<file path="src/rtl/lc2k_mc_core.sv">
// Multicycle LC-2K core: one instruction walks FETCH/DECODE/EXEC[/MEM][/WB].
// Memory port is a simple req/ready handshake shared by fetch and data access.
// Optional build macro LC2K_PERF_CNT_EN adds perf_cycles/perf_retired counters.
//
// state  | meaning
// -------+--------------------------------------------------------------
// IDLE   | one cycle after reset before the first fetch
// FETCH  | read instruction at PC, latch IR on accept
// DECODE | latch A=R[regA], B=R[regB]
// EXEC   | ALU / address / branch / jump; PC update for beq, jalr, noop, halt
// MEM    | data read (lw) or write (sw); sw retires here on accept
// WB     | register write for add, nor, lw, jalr; PC+1 except jalr
// HALT   | terminal, no memory traffic until reset

module lc2k_mc_core #(
    parameter int ADDR_W = 16,
    parameter int XLEN   = 32
) (
    input  logic              clk,
    input  logic              rst_n,
    output logic              mem_req,
    output logic              mem_we,
    output logic [ADDR_W-1:0] mem_addr,
    output logic [XLEN-1:0]   mem_wdata,
    input  logic [XLEN-1:0]   mem_rdata,
    input  logic              mem_ready,
    output logic              halted,
    output logic [ADDR_W-1:0] dbg_pc
`ifdef LC2K_PERF_CNT_EN
    ,
    output logic [31:0]       perf_cycles,
    output logic [31:0]       perf_retired
`endif
);

    typedef enum logic [2:0] {
        S_IDLE   = 3'd0,
        S_FETCH  = 3'd1,
        S_DECODE = 3'd2,
        S_EXEC   = 3'd3,
        S_MEM    = 3'd4,
        S_WB     = 3'd5,
        S_HALT   = 3'd6
    } state_t;

    localparam logic [2:0] OP_ADD  = 3'd0;
    localparam logic [2:0] OP_NOR  = 3'd1;
    localparam logic [2:0] OP_LW   = 3'd2;
    localparam logic [2:0] OP_SW   = 3'd3;
    localparam logic [2:0] OP_BEQ  = 3'd4;
    localparam logic [2:0] OP_JALR = 3'd5;
    localparam logic [2:0] OP_HALT = 3'd6;
    localparam logic [2:0] OP_NOOP = 3'd7;

    state_t              r_state;
    state_t              w_state_nxt;
    logic [ADDR_W-1:0]   r_pc;
    logic [24:0]         r_ir;
    logic [XLEN-1:0]     r_a;
    logic [XLEN-1:0]     r_b;
    logic [XLEN-1:0]     r_res;
    logic [ADDR_W-1:0]   r_maddr;
    logic [XLEN-1:0]     r_regs [8];

    logic [2:0]          w_op;
    logic [2:0]          w_ra;
    logic [2:0]          w_rb;
    logic [2:0]          w_dest;
    logic [XLEN-1:0]     w_off_x;
    logic [XLEN-1:0]     w_eff_sum;
    logic [ADDR_W-1:0]   w_pc_plus1;
    logic [ADDR_W-1:0]   w_br_tgt;
    logic [2:0]          w_wb_idx;

    assign w_op       = r_ir[24:22];
    assign w_ra       = r_ir[21:19];
    assign w_rb       = r_ir[18:16];
    assign w_dest     = r_ir[2:0];
    assign w_off_x    = XLEN'($signed(r_ir[15:0]));
    assign w_eff_sum  = r_a + w_off_x;
    assign w_pc_plus1 = r_pc + ADDR_W'(1);
    assign w_br_tgt   = w_pc_plus1 + w_off_x[ADDR_W-1:0];
    // add/nor write the dest field, lw/jalr write regB
    assign w_wb_idx   = ((w_op == OP_ADD) || (w_op == OP_NOR)) ? w_dest : w_rb;

    assign halted = (r_state == S_HALT);
    assign dbg_pc = r_pc;

    // State register
    always_ff @(posedge clk) begin
        if (!rst_n) begin
            r_state <= S_IDLE;
        end else begin
            r_state <= w_state_nxt;
        end
    end

    // Next-state decode and memory port drive (outputs follow registered state only)
    always_comb begin
        w_state_nxt = r_state;
        mem_req     = 1'b0;
        mem_we      = 1'b0;
        mem_addr    = '0;
        mem_wdata   = '0;
        case (r_state)
            S_IDLE: w_state_nxt = S_FETCH;
            S_FETCH: begin
                mem_req  = 1'b1;
                mem_addr = r_pc;
                if (mem_ready) begin
                    w_state_nxt = S_DECODE;
                end
            end
            S_DECODE: w_state_nxt = S_EXEC;
            S_EXEC: begin
                case (w_op)
                    OP_ADD, OP_NOR, OP_JALR: w_state_nxt = S_WB;
                    OP_LW, OP_SW:            w_state_nxt = S_MEM;
                    OP_HALT:                 w_state_nxt = S_HALT;
                    default:                 w_state_nxt = S_FETCH;
                endcase
            end
            S_MEM: begin
                mem_req  = 1'b1;
                mem_addr = r_maddr;
                if (w_op == OP_SW) begin
                    mem_we    = 1'b1;
                    mem_wdata = r_b;
                end
                if (mem_ready) begin
                    w_state_nxt = (w_op == OP_SW) ? S_FETCH : S_WB;
                end
            end
            S_WB:    w_state_nxt = S_FETCH;
            S_HALT:  w_state_nxt = S_HALT;
            default: w_state_nxt = S_IDLE;
        endcase
    end

    // Datapath: IR, operand latches, ALU result, PC and register file
    always_ff @(posedge clk) begin
        if (!rst_n) begin
            r_pc    <= '0;
            r_ir    <= '0;
            r_a     <= '0;
            r_b     <= '0;
            r_res   <= '0;
            r_maddr <= '0;
            for (int i = 0; i < 8; i++) begin
                r_regs[i] <= '0;
            end
        end else begin
            case (r_state)
                S_FETCH: begin
                    if (mem_ready) begin
                        r_ir <= mem_rdata[24:0];
                    end
                end
                S_DECODE: begin
                    r_a <= r_regs[w_ra];
                    r_b <= r_regs[w_rb];
                end
                S_EXEC: begin
                    case (w_op)
                        OP_ADD: r_res <= r_a + r_b;
                        OP_NOR: r_res <= ~(r_a | r_b);
                        OP_LW, OP_SW: r_maddr <= w_eff_sum[ADDR_W-1:0];
                        OP_BEQ: r_pc <= (r_a == r_b) ? w_br_tgt : w_pc_plus1;
                        OP_JALR: begin
                            // link value captured now because PC is overwritten here
                            r_res <= XLEN'(w_pc_plus1);
                            r_pc  <= r_a[ADDR_W-1:0];
                        end
                        default: r_pc <= w_pc_plus1;
                    endcase
                end
                S_MEM: begin
                    if (mem_ready) begin
                        if (w_op == OP_SW) begin
                            r_pc <= w_pc_plus1;
                        end else begin
                            r_res <= mem_rdata;
                        end
                    end
                end
                S_WB: begin
                    if (w_wb_idx != 3'd0) begin
                        r_regs[w_wb_idx] <= r_res;
                    end
                    if (w_op != OP_JALR) begin
                        r_pc <= w_pc_plus1;
                    end
                end
                default: begin
                end
            endcase
        end
    end

`ifdef LC2K_PERF_CNT_EN
    logic w_retire;

    assign w_retire = ((r_state == S_EXEC) &&
                       ((w_op == OP_BEQ) || (w_op == OP_NOOP) || (w_op == OP_HALT))) ||
                      (r_state == S_WB) ||
                      ((r_state == S_MEM) && mem_ready && (w_op == OP_SW));

    // Active-cycle and retired-instruction counters, free-running wrap
    always_ff @(posedge clk) begin
        if (!rst_n) begin
            perf_cycles  <= '0;
            perf_retired <= '0;
        end else begin
            if ((r_state != S_IDLE) && (r_state != S_HALT)) begin
                perf_cycles <= perf_cycles + 32'd1;
            end
            if (w_retire) begin
                perf_retired <= perf_retired + 32'd1;
            end
        end
    end
`endif

endmodule

</file>
<file path="config.mk">
export PLATFORM = sky130hd
export DESIGN_NAME = lc2k_mc_core
export DESIGN_NICKNAME = d
export VERILOG_FILES = /design/src/rtl/lc2k_mc_core.sv
export SDC_FILE = /design/constraint.sdc
export NUM_CORES = 1
export LEC_CHECK = 0
export ABC_AREA = 1
export BUFFER_PORTS_ARGS = -buffer_cell sky130_fd_sc_hd__buf_2
export CORE_MARGIN = 8
export CORE_UTILIZATION = 50
export DETAILED_ROUTE_END_ITERATION = 10
export PLACE_DENSITY = 0.65
export SLEW_MARGIN = 20
export SYNTH_ARGS = -nofsm -noshare
export SYNTH_HDL_FRONTEND = slang
export SYNTH_SLANG_ARGS = --single-unit
export TNS_END_PERCENT = 50
</file>
<file path="constraint.sdc">
create_clock -name clk -period 3.3 [get_ports clk]
set_input_delay 0.165 -clock clk [delete_from_list [all_inputs] [get_ports clk]]
set_output_delay 0.165 -clock clk [all_outputs]
set_load 0.01 [all_outputs]
</file>
== Word level (Yosys, flattened, before mapping) ==
Memories as Yosys holds them, arrays and structs flattened. A register that Yosys moved wholly into a read port is not among the register bits.
Cells that the tools add are included.
Widths: inputs -> output; s select.
Storage, ports and cells
  register bits after elaboration: 92
  RAM bits: 256
  logic and storage cells: 82
  memories kept: 1
Cells by class
  add/sub/neg operators: 4
  equality and inequality tests: 21
  mux-type cells: 30
  bitwise gates (word level): 2
  reductions and logical operators: 19
Memory list
  r_regs: words 8, width 32, rd ports 2, clocked after Yosys merged registers in 2, write ports 8, RTL line 63  | logic [XLEN-1:0] r_regs [8];
Operators by type and width (count)
  $mux 32: 5
  $pmux 16 s3: 2
  $pmux 32 s3: 1
  $mux 16: 4
  $pmux 32 s2: 1
  $add 16x16->16: 2
  $add 32x32->32: 1
  $eq 32x32->1: 1
  $not 32->32: 1
  $or 32x32->32: 1
  $pmux 16 s2: 1
  $reduce_or 32->1: 1
  $eq 3x3->1 const B: 6
  $pmux 3 s6: 1
  $add 16x1->16 const B: 1
  $mux 3: 5
  $eq 3x2->1 const B: 4
  $ne 2x2->1 const B: 6
  $mux 1: 9
  $pmux 3 s3: 1
  $eq 3x1->1 const B: 2
  $logic_not 3->1: 2
  $reduce_and 2->1: 3
  $reduce_bool 3->1: 2
  other kinds (10): 13

== Depth between registers and ports, before layout ==
Gate-level depths: netlist of run 1.
  depth in word-level cells: 10
  depth in mapped cells: 22
  gate-level depth less buffers: 22

== Least setup slack after synthesis of run 1 ==
OpenSTA, ideal clock, no wires.
  path kind: reg-to-reg
  start point: register r_pc[0] (netlist: dbg_pc[0])
  end point: register r_pc[15] (netlist: dbg_pc[15])
  setup time: 116 ps
  data arrival time: 2448 ps
  slack: 736 ps
  cell stages (with the launch flop): 21
  path through: dfxtp_1 ha_1 nand2_1 inv_1 nand3_1 nor2_1 nand2_1 xor2_1 inv_1 ha_1 nand2_1 nor3_1 nand2_1 nand2_1 inv_1 nand2_1 nand3_1 nand2_1 nand2_1 nand2_1 a21oi_1
On the way
  longest elaborated chain between the ends: 5
  elaborated cells on any way between the ends: 8
  classes of those cells: add/sub (2); mux (6)
Ends and longest elaborated chain
  start: declaration: RTL line 57  | logic [ADDR_W-1:0] r_pc;
  start signal: assignment: RTL line 168  | OP_BEQ: r_pc <= (r_a == r_b) ? w_br_tgt : w_pc_plus1;
  start signal: assignment: RTL line 172  | r_pc <= r_a[ADDR_W-1:0];
  start signal: assignment: RTL line 174  | default: r_pc <= w_pc_plus1;
  $add 16x1->16 *: RTL line 81  | assign w_pc_plus1 = r_pc + ADDR_W'(1);
  $add 16x16->16: RTL line 82  | assign w_br_tgt = w_pc_plus1 + w_off_x[ADDR_W-1:0];
  $mux 16: RTL line 168
  $pmux 16 s3: RTL line 164  | case (w_op)
  $pmux 16 s3 *: RTL line 153  | case (r_state)
Every way passes the cells marked *; elsewhere a longest branch is shown, timed or not. The select of a mux whose other input is x is not followed.
A chain may end at the register's enable or synchronous reset.

== Worst setup path in the final report of run 1 ==
  start point: register r_state[1]
  end point: output port mem_wdata[4]
On the way
  longest elaborated chain between the ends: 2
Ends and longest elaborated chain
  start: declaration: RTL line 55  | state_t r_state;
  start signal: assignment: RTL line 94  | r_state <= w_state_nxt;
  $eq 3x3->1: RTL line 105  | case (r_state)
  $mux 32: RTL line 105
  end: declaration: RTL line 24  | output logic [XLEN-1:0] mem_wdata,
Every way passes these cells.

==> results of run 1 <==
power groups by stage:
| stage | registers, mW | clock network (mW) | logic, mW |
|---|---|---|---|
| floorplan | 6.23 | 0 | 3.12 |
| global placement | 6.42 | 0 | 4.94 |
| detailed placement | 6.43 | 0 | 4.97 |
| CTS | 6.32 | 5.25 | 5.03 |
| global route | 6.38 | 5.44 | 5.61 |
| finish | 6.36 | 5.20 | 5.18 |
cell type report:
type / instances / area (sq um)
Clock buffer: 65 / 1340
Fill cell: 4726 / 21400
Inverter: 468 / 1760
Antenna cell: 2 / 5.00
Clock inverter: 17 / 173
Sequential cell: 412 / 10800
Timing Repair Buffer: 229 / 1660
Tap cell: 672 / 841
Multi-Input combinational cell: 2351 / 11800
cells in the final DEF, fill, tap and decap left out, types with 5 or more instances in the layout:
cell,instances
nand2_1,563
a21oi_1,501
inv_1,448
o21ai_0,416
nor2_1,394
edfxtp_1,256
dfxtp_1,151
nand3_1,105
buf_2,100
ha_1,97
buf_4,89
o22ai_1,66
clkbuf_16,49
conb_1,32
dlygate4sd3_1,31
o21ai_1,28
o211ai_1,23
inv_2,19
xor2_1,16
nand2_2,15
nand4_1,12
xnor2_1,11
clkbuf_1,11
nor3_1,10
clkinv_2,9
buf_12,9
o21bai_1,7
o21a_1,6
a21o_1,6
nor2_2,5
clkbuf_8,5
kinds of logic (layout without fill, tap and decap cells):
logic type | count (synthesis) | in the layout | synth area share
compound gates | 1070 | 1070 | 0.224
xor+xnor | 27 | 27 | 0.00946
fa+ha+maj | 100 | 100 | 0.0510
buf+inv | 659 | 779 | 0.102
flops | 412 | 412 | 0.432
mux | 1 | 1 | 0.000400
other cells | 1 | 34 | 0.000150
simple gates | 1121 | 1121 | 0.180
timing repair:
action                     CTS  global route
hold buffers                31             0
hold endpoints to repair    43             0
setup endpoints to repair    0             3
resized for setup            0             1
through the flow:
| stage | instances | power, mW |
|---|---|---|
| finish | 4216 | 16.7 |
| global placement | 4101 | 11.4 |
| CTS | 4214 | 16.6 |
| detailed placement | 4101 | 11.4 |
| floorplan | 3422 | 9.35 |
| global route | 4216 | 17.4 |
state kept, by name, indices dropped and copies added (netlist names):
name,count
r_regs,256
r_a,32
r_b,32
r_res,32
r_ir,25
dbg_pc,16
r_maddr,16
r_state,3
per-layer routing:
layer / share of wire / wire length, um
met5: 0.00011 / 11
met4: 0.030 / 2880
met3: 0.11 / 10400
met2: 0.43 / 41100
met1: 0.43 / 41400
path summary, 6_finish.rpt:
path | startpoint | endpoint | slack, ns | cells past startpoint
setup / recovery | r_state[1] | mem_wdata[4] | 0.16 | 10
setup reg to reg | dbg_pc[1] | dbg_pc[15] | 0.28 | 19
hold / removal | rst_n | r_b[8] | 0.06 | 3
hold reg to reg | r_res[27] | r_res[27] | 0.47 | 2
tightest hold or removal path, stage by stage:
cell and delay [ns]:
buf_4 0.24, o21ai_0 0.13, a21oi_1 0.05
==> results.md, run 1 <==
- CP Cell Sequence: inv_2, nand2_4, nor2_8, inv_2, buf_4, nor2_1, inv_1, buf_4, nor2_1, buf_2
- Worst hold path class: in -> reg
- Gr busiest metal: met2
- Most common library cells after synthesis: nand2_1 (570), a21oi_1 (501), inv_1 (448)
- Slew @ Worst Pin: 0.987 ns
- Post-Syn Instances: 3,391
- Critical Path Sink Type: output pin
- Number of buffers created by CTS: 46
- IO Port Bufs: 101
- Max cap viols: 0
- Worst path slowest cell: nor2_8
- Outcome: complete, no violations
- Net Sw Power: 6.27 mW
- Part of the power in registers: 0.380
- Via/cell ratio: 5.84
- Setup tns final: 0 ns
- Sw frac: 0.374
- CP max FO: 32
- Met3 Use GR: 0.0764
- Power Dens Cells: 590 nW/um^2
- Top delay family on crit path: buffers and inverters
- Yosys warns: 0
- Async S/R FF share, synth: 0
- Area Overhead vs Synth: 13.5%
- Dpl ws: 0.276 ns
- Setup bufs post-CTS: 0
- Post-Syn Area per Cell: 7.37 sq um
- Vias in the first global route: 23,000
- Die Wd: 240 um
- Largest area contributor in the netlist: edfxtp_1
- Seq/Total Area, Yosys: 0.432
- LEAKAGE: 11.9 nW
- Synth Flop Type: edfxtp_1
- Critical path arrival: 2.97 ns
- Final setup violation count: 0
- Grt ovf: 0
- Depth of the CTS H-tree: 2
- WHS: 0.0609 ns
- Die height: 240 um
- Final worst slack: 0.164 ns
- Met2 Resource Use GR: 0.489
- Max Clock Skew: 0.0213 ns
- CP Data Required Time: 3.13 ns
- Largest net degree at the start of global routing: 145
- Total Routing Usage GR: 0.326
- Yosys reg bits: 412
- Max incr delay on CP: 0.37 ns
- Setup crit start kind: register
- Worst-Skew Late Latency: 0.59 ns
- Final core occ: 0.570
- 1st-iter DRT viols: 3,001
- Die area: 57,400 sq um
- DP HPWL: 67,800 um
- Tcrit/Tclk final: 0.950
- Slew margin rel.: 0.342
- Post-synthesis cell type count: 50
- Comb power frac: 0.309
- DR DRC count: 0
- RSZ-0062 raised after global routing: false
- Sink Count: 412
- Post-synth EDFFs: 256
- Final WL: 95,700 um
- Remaining antenna violation count after routing: 0
- Max Fclk: 0.319 GHz
- Internal power: 10.5 mW
- Worst vdd ir: 519 uV
- Worst Path Buf+Inv: 6
- Clock root buffer: clkbuf_16
- Final instance area: 28,400 sq um
- Routability congestion estimate: 1.01
- Cell Rows: 82
- Synth top area share: 0.308
- Fin. max-slew vios: 0
- Drt pass-1 iters: 6
- IO Pins: 102
- Core Region: 49,800 sq um
- Top-count cell post-synth: nand2_1
- Layout cell share with drive strength beyond 1: 0.0918
- TritonCTS clock tree: done
- Grt met1 use: 0.461
- First-pass GRT wire length: 142,000 um
- CTS clock-pin slew for the worst setup and hold paths: 0.06 ns
- Tmin final: 3.14 ns
- Routed wire per std cell: 22.7 um
- Clock tree buffer depth: 3
- Vias: 24,600
- Clock power frac: 0.311
- Critical Setup Path Class: reg -> out
- Syn Std Cell Area: 25,000 sq um
- Synth area leaders: edfxtp_1 (31%), dfxtp_1 (12%), a21oi_1 (10%)
- Nets: 3,643
- Placed Area: 26,500 sq um
- Starting Density: 0.502
- Initial antenna violation count: 2
- Final Hold Fails: 0
Note: power is estimated with default switching activity, not from simulation.
==> inputs of run 2 (changes only) <==
- BUFFER_PORTS_ARGS: -buffer_cell sky130_fd_sc_hd__buf_2 -> unset
- DONT_BUFFER_PORTS: unset -> 1
- PLACE_DENSITY: 0.65 -> 0.63
==> results.md, run 2 (synthesis results as in run 1) <==
- Outcome: complete, no violations
- Slew @ Worst Pin: 0.884 ns (-0.103 ns)
- Routed wire per std cell: 22.5 um (-0.79%)
- Worst-Skew Late Latency: 0.59 ns (about the same)
- Met2 Resource Use GR: 0.478 (-0.0113)
- Vias: 24,300 (-1.5%)
- Resized Gates After CTS: 0 (unchanged)
- Hold Path Cell Cnt: 3 (unchanged)
- Depth of the CTS H-tree: 2 (unchanged)
- Register name with the most flops: r_regs
- Met3 Use GR: 0.0813 (+0.00495)
- Hold-fix buffers, CTS: 41 (+32%)
- Worst path slowest cell: dlygate4sd3_1
- Starting Density: 0.502 (unchanged)
- Critical path startpoint: r_state[0]
- Max incr delay on CP: 0.56 ns (+0.19 ns)
- Largest net degree at the start of global routing: 208 (+43%)
- Nets: 3,579 (-1.8%)
- Grt met1 use: 0.452 (-0.00894)
- Fin. max-slew vios: 0 (unchanged)
- Number of buffers created by CTS: 46 (unchanged)
- Via/cell ratio: 5.84 (about the same)
- Placed cells: 4,027 (-1.8%)
- Grt ovf: 0 (unchanged)
- Commonest non-fill, non-tap cell in the layout: nand2_1
- Max Clock Skew: 0.0255 ns (+0.00420 ns)
- Worst vdd ir: 451 uV (-13%)
- Core Region: 49,800 sq um (unchanged)
- Dpl ws: 0.468 ns (+0.192 ns)
- Die height: 240 um (unchanged)
- Clock root buffer: clkbuf_16
- Drt pass-1 iters: 6 (unchanged)
- IO Port Bufs: 0 (-100%)
- IO Pins: 102 (unchanged)
- Placed Area: 26,300 sq um (-1.1%)
- LEAKAGE: 11.7 nW (-2.3%)
- Setup tns final: 0 ns (unchanged)
- CP max FO: 41 (+28%)
- Area Overhead vs Synth: 12.7%
- Die Wd: 240 um (unchanged)
- Routability congestion estimate: 0.999 (-0.99%)
- TritonCTS clock tree: done
- Max Fclk: 0.320 GHz (+0.33%)
- Power Dens Cells: 587 nW/um^2 (-0.50%)
- Total Routing Usage GR: 0.318 (-0.00784)
- Final instance area: 28,200 sq um (-0.69%)
- Clock tree buffer depth: 3 (unchanged)
- Final WL: 93,600 um (-2.3%)
- Final worst slack: 0.175 ns (+0.0104 ns)
- Gr busiest metal: met2
- Initial antenna violation count: 3 (+1)
- R2R cell count: 11 (-8)
- Setup bufs post-CTS: 0 (unchanged)
- Die area: 57,400 sq um (unchanged)
- CTS clock-pin slew for the worst setup and hold paths: 0.07 ns (about the same)
- Fill count: 4,800 (+1.6%)
- Layout cell share with drive strength beyond 1: 0.0727 (-0.0190)
- R2r startpoint: r_state[0]
- WHS: 0.0455 ns (-0.0154 ns)
- Fin cells: 4,153 (-1.5%)
- 1st-iter DRT viols: 2,979 (-0.73%)
- DR DRC count: 0 (unchanged)
- Final Hold Fails: 0 (unchanged)
- Final setup violation count: 0 (unchanged)
- Vias in the first global route: 22,300 (-3.3%)
- Cell Rows: 82 (unchanged)
- Max cap viols: 0 (unchanged)
- First-pass GRT wire length: 139,000 um (-2.1%)
- Sink Count: 412 (unchanged)
- Critical Setup Path Class: reg -> reg
- Most frequent cells in the layout: nand2_1 (563), a21oi_1 (501), inv_1 (448)
- Setup crit start kind: register
- Tcrit/Tclk final: 0.947 (-0.00317)
- Critical Path Sink Type: register
- HP Start: rst_n
- CP Cell Sequence: inv_2, nor2_4, inv_2, nor2_2, inv_2, nor2_2, buf_4, inv_2, nor2_1, nor2_1, dlygate4sd3_1
- Remaining antenna violation count after routing: 0 (unchanged)
- Slew margin rel.: 0.408 (+0.0655)
- Critical path arrival: 3.59 ns (+0.62 ns)
- Most used cell, CP: inv_2
- CP Data Required Time: 3.76 ns (+0.63 ns)
- DP HPWL: 66,100 um (-2.5%)
- Largest register FFs: 256 (unchanged)
- Worst hold path class: in -> reg
- RSZ-0062 raised after global routing: false
- Tmin final: 3.13 ns (-0.0104 ns)
==> run 2: layer usage <==
| layer | vias to the layer above | wire [um] |
|---|---|---|
| li1 | 11400 | - |
| met1 | 11500 | 40500 |
| met2 | 1224 | 40100 |
| met3 | 159 | 10600 |
| met4 | 4 | 2340 |
| met5 | - | 27 |
==> run 2: worst max-delay path, delay by kind of cell (launching register included) <==
family                 cells  cell delay, ns
AND/OR/NAND/NOR            5            0.82
flip-flops                 1            0.53
buffers and inverters      6            1.63
==> run 2: layout make-up <==
cell class / count / area (sq um) / share of cell area
clock inverters: 21 / 184 / 0.00653
inverters: 468 / 1760 / 0.0624
clock buffers: 62 / 1290 / 0.0459
repair buffers: 165 / 1500 / 0.0531
multi-input cells: 2351 / 11800 / 0.418
diodes: 2 / 5.00 / 0.000178
flip-flops and latches: 412 / 10800 / 0.384
well taps: 672 / 841 / 0.0298
==> run 2: report_power, final <==
part | leakage (nW) | switching, mW | internal, mW
Clock | 0.731 | 2.18 | 2.91
Sequential | 3.90 | 0.441 | 5.87
Combinational | 7.03 | 3.62 | 1.51
Total | 11.7 | 6.24 | 10.3
==> run 2: path summary, 6_finish.rpt <==
kind	to	slack (ns)
setup / recovery	r_ir[0]	0.17
hold / removal	dbg_pc[5]	0.05
setup reg to reg	r_ir[0]	0.17
hold reg to reg	r_res[17]	0.47
==> run 2: per-stage QoR <==
step	utilization	total power, mW
after global placement	0.528	11.2
after global routing	0.566	17.2
after floorplan	-	9.35
after detailed placement	0.528	11.3
final	0.566	16.5
after CTS	0.566	16.4
